**config.mk**
```make
export PLATFORM = sky130hd
export DESIGN_NAME = zeroheti_dbg_sba_bridge
export DESIGN_NICKNAME = d
export VERILOG_FILES = /design/src/rtl/zeroheti_dbg_sba_bridge.sv
export SDC_FILE = /design/constraint.sdc
export NUM_CORES = 1
export LEC_CHECK = 0
export ABC_CLOCK_PERIOD_IN_PS = 3100
export BUFFER_PORTS_ARGS = -buffer_cell sky130_fd_sc_hd__buf_2
export CAP_MARGIN = 20
export CORE_AREA = 2 2 83 85
export DETAILED_ROUTE_END_ITERATION = 8
export DIE_AREA = 0 0 85 87
export SETUP_SLACK_MARGIN = 0.05
export SLEW_MARGIN = 20
export SYNTH_ARGS = -nofsm -noshare
export SYNTH_HDL_FRONTEND = slang
export SYNTH_SLANG_ARGS = --single-unit
```
**constraint.sdc**
```tcl
create_clock -name clk_i -period 3.1 [get_ports clk_i]
set_input_delay 0.62 -clock clk_i [delete_from_list [all_inputs] [get_ports clk_i]]
set_output_delay 0.62 -clock clk_i [all_outputs]
set_load 0.005 [all_outputs]
```
**src/rtl/zeroheti_dbg_sba_bridge.sv**
```systemverilog
// zeroheti_dbg_sba_bridge
//
// Bridge between the debug module's system-bus-access manager port and the
// OBI system crossbar. It limits the number of accepted-but-unanswered
// requests, forwards real bus errors, and flags responses nobody asked for.
// With ZEROHETI_SBA_TIMEOUT_EN defined, a response watchdog is added. If the
// subordinate stays silent too long, the bridge answers the DM with an error
// plus a one-cycle other_err pulse. It then drains stray responses for a
// while before issuing again.
//
// Configuration macro: ZEROHETI_SBA_TIMEOUT_EN (undefined: no watchdog,
// sba_other_err_o tied low, TimeoutCycles ignored).
//
// Ports:
//   clk_i, rst_ni        clock, synchronous active-low reset
//   sba_*_i / sba_*_o    DM manager side: request, grant, response, errors
//   obi_*_o / obi_*_i    crossbar side: OBI A-channel out, grant/R-channel in
//   proto_err_o          sticky: a response arrived with nothing outstanding
module zeroheti_dbg_sba_bridge #(
    parameter int unsigned AddrWidth      = 32,
    parameter int unsigned DataWidth      = 32,
    parameter int unsigned MaxOutstanding = 2,
    parameter int unsigned TimeoutCycles  = 256
) (
    input  logic                   clk_i,
    input  logic                   rst_ni,
    input  logic                   sba_req_i,
    input  logic [AddrWidth-1:0]   sba_addr_i,
    input  logic                   sba_we_i,
    input  logic [DataWidth-1:0]   sba_wdata_i,
    input  logic [DataWidth/8-1:0] sba_be_i,
    output logic                   sba_gnt_o,
    output logic                   sba_rvalid_o,
    output logic [DataWidth-1:0]   sba_rdata_o,
    output logic                   sba_err_o,
    output logic                   sba_other_err_o,
    output logic                   obi_req_o,
    output logic [AddrWidth-1:0]   obi_addr_o,
    output logic                   obi_we_o,
    output logic [DataWidth-1:0]   obi_wdata_o,
    output logic [DataWidth/8-1:0] obi_be_o,
    input  logic                   obi_gnt_i,
    input  logic                   obi_rvalid_i,
    input  logic [DataWidth-1:0]   obi_rdata_i,
    input  logic                   obi_err_i,
    output logic                   proto_err_o
);

    localparam int unsigned CntWidth = $clog2(MaxOutstanding + 1);
    localparam logic [CntWidth-1:0] MaxCnt = CntWidth'(MaxOutstanding);

`ifdef ZEROHETI_SBA_TIMEOUT_EN
    localparam int unsigned TmrWidth = $clog2(TimeoutCycles);
    localparam logic [TmrWidth-1:0] TmrLast = TmrWidth'(TimeoutCycles - 1);

    typedef enum logic [1:0] {IDLE, BUSY, TIMEOUT, DRAIN} state_e;

    logic [TmrWidth-1:0] tmr_q, tmr_d;
    logic [TmrWidth-1:0] drain_q, drain_d;
`else
    typedef enum logic {IDLE, BUSY} state_e;

    logic unused_timeout_cfg;
    assign unused_timeout_cfg = (TimeoutCycles > 1);
`endif

    state_e              state_q, state_d;
    logic [CntWidth-1:0] count_q, count_d;
    logic                proto_err_q;
    logic                run;
    logic                can_issue;
    logic                accept;
    logic                rsp_counted;
    logic                rsp_unsolicited;
    logic                timeout_pulse;

    // Only IDLE/BUSY issue requests or account for responses; in the
    // recovery states every response is treated as a leftover and swallowed.
    assign run             = (state_q == IDLE) || (state_q == BUSY);
    assign rsp_counted     = run && obi_rvalid_i && (count_q != '0);
    assign rsp_unsolicited = run && obi_rvalid_i && (count_q == '0);
    // A response in the same cycle frees a slot, so a full bridge can still
    // grant without a bubble.
    assign can_issue       = run && ((count_q < MaxCnt) || obi_rvalid_i);
    assign accept          = obi_req_o && obi_gnt_i;

`ifdef ZEROHETI_SBA_TIMEOUT_EN
    assign timeout_pulse = (state_q == TIMEOUT);
`else
    assign timeout_pulse = 1'b0;
`endif

    assign obi_req_o   = sba_req_i && can_issue;
    assign sba_gnt_o   = obi_gnt_i && can_issue;
    assign obi_addr_o  = sba_addr_i;
    assign obi_we_o    = sba_we_i;
    assign obi_wdata_o = sba_wdata_i;
    assign obi_be_o    = sba_be_i;

    assign sba_rvalid_o    = rsp_counted || timeout_pulse;
    assign sba_rdata_o     = rsp_counted ? obi_rdata_i : '0;
    assign sba_err_o       = (rsp_counted && obi_err_i) || timeout_pulse;
    assign sba_other_err_o = timeout_pulse;
    assign proto_err_o     = proto_err_q;

    always_comb begin
        state_d = state_q;
        count_d = count_q;
`ifdef ZEROHETI_SBA_TIMEOUT_EN
        tmr_d   = '0;
        drain_d = drain_q;
`endif
        case (state_q)
            IDLE, BUSY: begin
                if (accept && !rsp_counted) begin
                    count_d = count_q + 1'b1;
                end else if (!accept && rsp_counted) begin
                    count_d = count_q - 1'b1;
                end
                state_d = (count_d == '0) ? IDLE : BUSY;
`ifdef ZEROHETI_SBA_TIMEOUT_EN
                // tmr_q holds the number of cycles elapsed since the last
                // accept-from-idle or response, so the terminal value is
                // reached TimeoutCycles-1 cycles later and the error pulse
                // lands exactly TimeoutCycles cycles after the event. A
                // response in the terminal cycle wins over the timeout.
                if ((state_q == BUSY) && !rsp_counted && (tmr_q == TmrLast)) begin
                    state_d = TIMEOUT;
                end else if (state_d == BUSY) begin
                    tmr_d = (rsp_counted || (state_q == IDLE)) ? TmrWidth'(1)
                                                               : tmr_q + 1'b1;
                end
`endif
            end
`ifdef ZEROHETI_SBA_TIMEOUT_EN
            TIMEOUT: begin
                count_d = '0;
                drain_d = TmrLast;
                state_d = DRAIN;
            end
            DRAIN: begin
                // Leave when the decrement lands on zero: TimeoutCycles-1
                // drain cycles in total.
                drain_d = drain_q - 1'b1;
                if (drain_q <= TmrWidth'(1)) begin
                    state_d = IDLE;
                end
            end
`endif
            default: state_d = IDLE;
        endcase
    end

    always_ff @(posedge clk_i) begin
        if (!rst_ni) begin
            state_q     <= IDLE;
            count_q     <= '0;
            proto_err_q <= 1'b0;
`ifdef ZEROHETI_SBA_TIMEOUT_EN
            tmr_q       <= '0;
            drain_q     <= '0;
`endif
        end else begin
            state_q     <= state_d;
            count_q     <= count_d;
            proto_err_q <= proto_err_q || rsp_unsolicited;
`ifdef ZEROHETI_SBA_TIMEOUT_EN
            tmr_q       <= tmr_d;
            drain_q     <= drain_d;
`endif
        end
    end

endmodule
```
Word level (Yosys, flattened, before mapping) --
Cells that the tools add are included.
Operators by class: $add $sub $neg 2, order comparisons 1, muxes and demuxes 3, reductions and logical operators 15
Operators with widths (count):
- $mux W32 | 1
- $logic_and A1 B1 Y1 | 8
- $mux W2 | 2
- $reduce_bool A2 Y1 | 2
- $add A2 B1 Y2 const B | 1
- $logic_not A1 Y1 | 2
- $logic_not A2 Y1 | 1
- $logic_or A1 B1 Y1 | 2
- $lt A2 B2 Y1 const B | 1
- $sub A2 B1 Y2 const B | 1
Storage, ports and cells: register bits after elaboration 3, input bits 107, output and inout port bits 107, logic and storage cells 23

Longest topological paths before layout --
word-level depth 8, gate-level depth with buffers 8, gate-level depth less buffers 7

Worst setup path after synthesis --
No wires, ideal clock.
kind input to register, start in obi_rvalid_i, end reg count_q[1], library setup time 70 ps, data arrival time 1746 ps, data required time 3030 ps, path slack 1284 ps, stages 6, path buffers 1, path through nor2b_4 buf_4 inv_1 ha_1 or3_1 a21boi_1
On the way: elaborated cells between the ends (all ways) 10, classes of those cells mux (1); reduce/logical (9)
RTL lines:
- start, declared | RTL line 43 | input logic obi_rvalid_i,
- $logic_and A1 B1 Y1 (*) | RTL line 80 | assign rsp_counted = run && obi_rvalid_i && (count_q != '0);
- net sba_rvalid_o | RTL line 33 | output logic sba_rvalid_o,
- $logic_not A1 Y1 | RTL line 115 | if (accept && !rsp_counted) begin
- $logic_and A1 B1 Y1 | RTL line 115
- $mux W2 or $reduce_bool A2 Y1 (tied branches)
- end signal, assigned | RTL line 165 | count_q <= count_d;
- end, declared | RTL line 68 | logic [CntWidth-1:0] count_q, count_d;
The timed path passes the listed nets; every way through them passes the cells marked *. A chain may end at the register's enable or synchronous reset.

Final worst setup path --
start in obi_rvalid_i, end out sba_rdata_o[15]
On the way: longest elaborated chain between the ends 2
Ends and longest elaborated chain:
- $logic_and A1 B1 Y1 | RTL line 80
- $mux W32 | RTL line 101 | assign sba_rdata_o = rsp_counted ? obi_rdata_i : '0;
- end, declared | RTL line 34 | output logic [DataWidth-1:0] sba_rdata_o,
No other way between the ends.

==> summary.txt <==
Critical path
  – Crit-path cells: buf_2 -> nor2b_4 -> and2_1 -> buf_2
  – Buf/Inv on CP: 2
  – Crit path max-delay family: simple AND/OR/NAND/NOR gates
  – Startpoint Class: primary input
  – CP max FO: 35
  – Critical Path Most Common Cell: buf_2
  – Critical path arrival: 1570 ps
  – Largest stage delay on the critical path: 500 ps
  – Slowest-stage cell, CP: nor2b_4
  – Worst EP required: 2480 ps
  – Worst setup EP type: primary output
  – Critical path type: primary input to primary output

GRT
  – Largest net degree at the start of global routing: 36
  – Vias in the first global route: 682
  – Gr usage total: 0.0705
  – Antenna violations before repair: 2
  – GR Overflow Total: 0
  – First-pass GRT wire length: 3.95 mm

Yosys
  – Synth Cell Area: 928 um2
  – Syn_nets: 234
  – Post-synthesis sequential area ratio: 0.0647
  – Yosys reg bits: 3
  – Yosys warns: 0
  – Synth Instances: 126
  – Yosys cell types: 18
  – Avg Cell Area, Syn: 7.37 um2

Floorplan
  – Std-Cell Rows: 30
  – Die Footprint: 7400 um2
  – Starting Density: 0.141
  – Die Height: 87 um
  – Die width: 85 um
  – Core box area: 6570 um2
  – I/O Pins: 214

Cells and area
  – Area added between synthesis and finish: -2.96%
  – # fillers: 760
  – Antenna cells: 0
  – Layout cell share with drive strength beyond 1: 0.603
  – Finished Cell Area: 901 um2
  – Reg area: 60.1 um2
  – # nets final: 240
  – Area of the multi-input gates: 322 um2

STA
  – Slew headroom: 0.616
  – Final setup fails: 0
  – Worst hold margin: 501 ps
  – Fin Clk Skew: 1.28 ps
  – Fin. Hold Viols: 0
  – Final min period: 2190 ps
  – RSZ-0062 raised after global routing: no
  – Sum of negative setup slack: 0 ps
  – Final period util: 0.706
  – Fmax: 457 MHz
  – Slew Limit Fails: 0
  – Actual slew at the worst max-slew pin: 575 ps

Clock tree
  – Sink Count: 3
  – Clock buffer count from CTS: 3
  – TritonCTS clock tree: yes
  – CTS clock-pin slew for the worst setup and hold paths: 30 ps
  – Clk buf depth: 2
  – H-tree Lvls: 1
  – Setup Fix Bufs, Post-CTS: 0
  – Clock Latency Late Sink: 210 ps
  – Hold_buf cts: 0
  – Post-cts resize count: 0
  – Root buf cell: clkbuf_8

Routing
  – Routed via count: 701
  – Total wire length: 2.85 mm
  – Top Metal Used: met5
  – WL met2: 1.12 mm
  – First-pass DRT Iterations: 4
  – DR WL/cell: 13.5 um
  – M1 WL: 958 um
  – Post-route DRC: 0
  – Antenna Nets Post-Route: 0
  – Avg Vias per Cell: 3.32
  – WL met3: 616 um
  – Starting DRC count in detailed routing: 2

Flow run
  – Max_cap viols: 0

Power
  – Leakage: 0.000536 uW
  – Peak VDD IR: 0.188 mV
  – Power Density: 494 nW/um2

Place
  – GP Congestion: 0.657
  – Port-buffer cells: 74
  – DP Area: 856 um2

Min path
  – Worst Hold Class: flip-flop to flip-flop

Outcome
  – Status: complete, no violations
## through the flow
step           worst slack (ps)   util  power [uW]  instances
2_1_floorplan              1280      -         294        126
3_3_place_gp                866  0.130         337        207
3_5_place_dp                781  0.130         345        207
4_1_cts                     823  0.137         461        211
5_1_grt                     743  0.137         496        211
6_report                    912  0.137         445        211
## final cells by class
cell class / count / area share
clock buffers: 4 / 0.0500
inverters: 1 / 0.00417
multi-input cells: 49 / 0.357
flip-flops and latches: 3 / 0.0667
well taps: 80 / 0.111
repair buffers: 74 / 0.411
## Yosys cell counts
| library cell | number | area [um2] |
|---|---|---|
| buf_4 | 71 | 533 |
| and2_1 | 36 | 225 |
| dfxtp_1 | 3 | 60.1 |
| clkbuf_2 | 2 | 10.0 |
| a21boi_1 | 1 | 7.51 |
| a21oi_1 | 1 | 5.00 |
| and3_1 | 1 | 6.26 |
| conb_1 | 1 | 3.75 |
| ha_1 | 1 | 12.5 |
| inv_1 | 1 | 3.75 |
| nand2b_1 | 1 | 6.26 |
| nor2_2 | 1 | 6.26 |
| nor2b_1 | 1 | 6.26 |
| nor2b_4 | 1 | 13.8 |
| o21ai_0 | 1 | 5.00 |
| or3_1 | 1 | 6.26 |
| xnor2_1 | 1 | 8.76 |
| xor2_1 | 1 | 8.76 |
## per-layer routing
metal,vias up,global-route usage
li1,318,-
met1,290,0.0673
met2,65,0.0952
met3,26,0.0701
met4,2,0.0433
met5,-,0
## worst paths after layout
check	startpoint	endpoint	slack (ps)	cells past startpoint
worst max register to register	count_q[0]	count_q[1]	1160	6
worst max-delay path	obi_rvalid_i	sba_rdata_o[15]	910	4
worst min register to register	proto_err_o	proto_err_o	500	2
worst min-delay path	proto_err_o	proto_err_o	500	2
## registers in the layout, indices dropped and copies added (netlist names)
signal and flops:
count_q 2, proto_err_o 1
## power breakdown
group          switching (uW)  internal, uW
Combinational             125           142
Clock                    23.7          87.5
Sequential               13.3          53.0
## worst reg2reg max path: cells and delay by family, from the launching register on
kind | cells | cell delay [ps]
AOI/OAI and AO/OA | 1 | 140
adders and majority gates | 1 | 350
and+or+nand+nor | 3 | 890
buffers and inverters | 1 | 90
DFF | 1 | 390
## cells by family after synthesis
kind of cell | count (synthesis) | synth area share
XOR/XNOR | 2 | 0.0189
buffers and inverters | 74 | 0.589
adder cells (fa/ha/maj) | 1 | 0.0135
flip-flops | 3 | 0.0647
other | 1 | 0.00404
AO/OA/AOI/OAI | 3 | 0.0189
AND/OR/NAND/NOR | 42 | 0.291
## layout by cell type (no fill, tap or decap)
cell / count
dfxtp_1: 3
inv_1: 1
xnor2_1: 1
and3_1: 1
conb_1: 1
or3_1: 1
nor2b_4: 1
and2_1: 36
a21oi_1: 1
buf_2: 74
nor2_2: 1
o21ai_0: 1
clkbuf_1: 1
xor2_1: 1
a21boi_1: 1
nand2b_1: 1
clkbuf_8: 3
ha_1: 1
nor2b_1: 1
(Power assumes the default switching activity.)
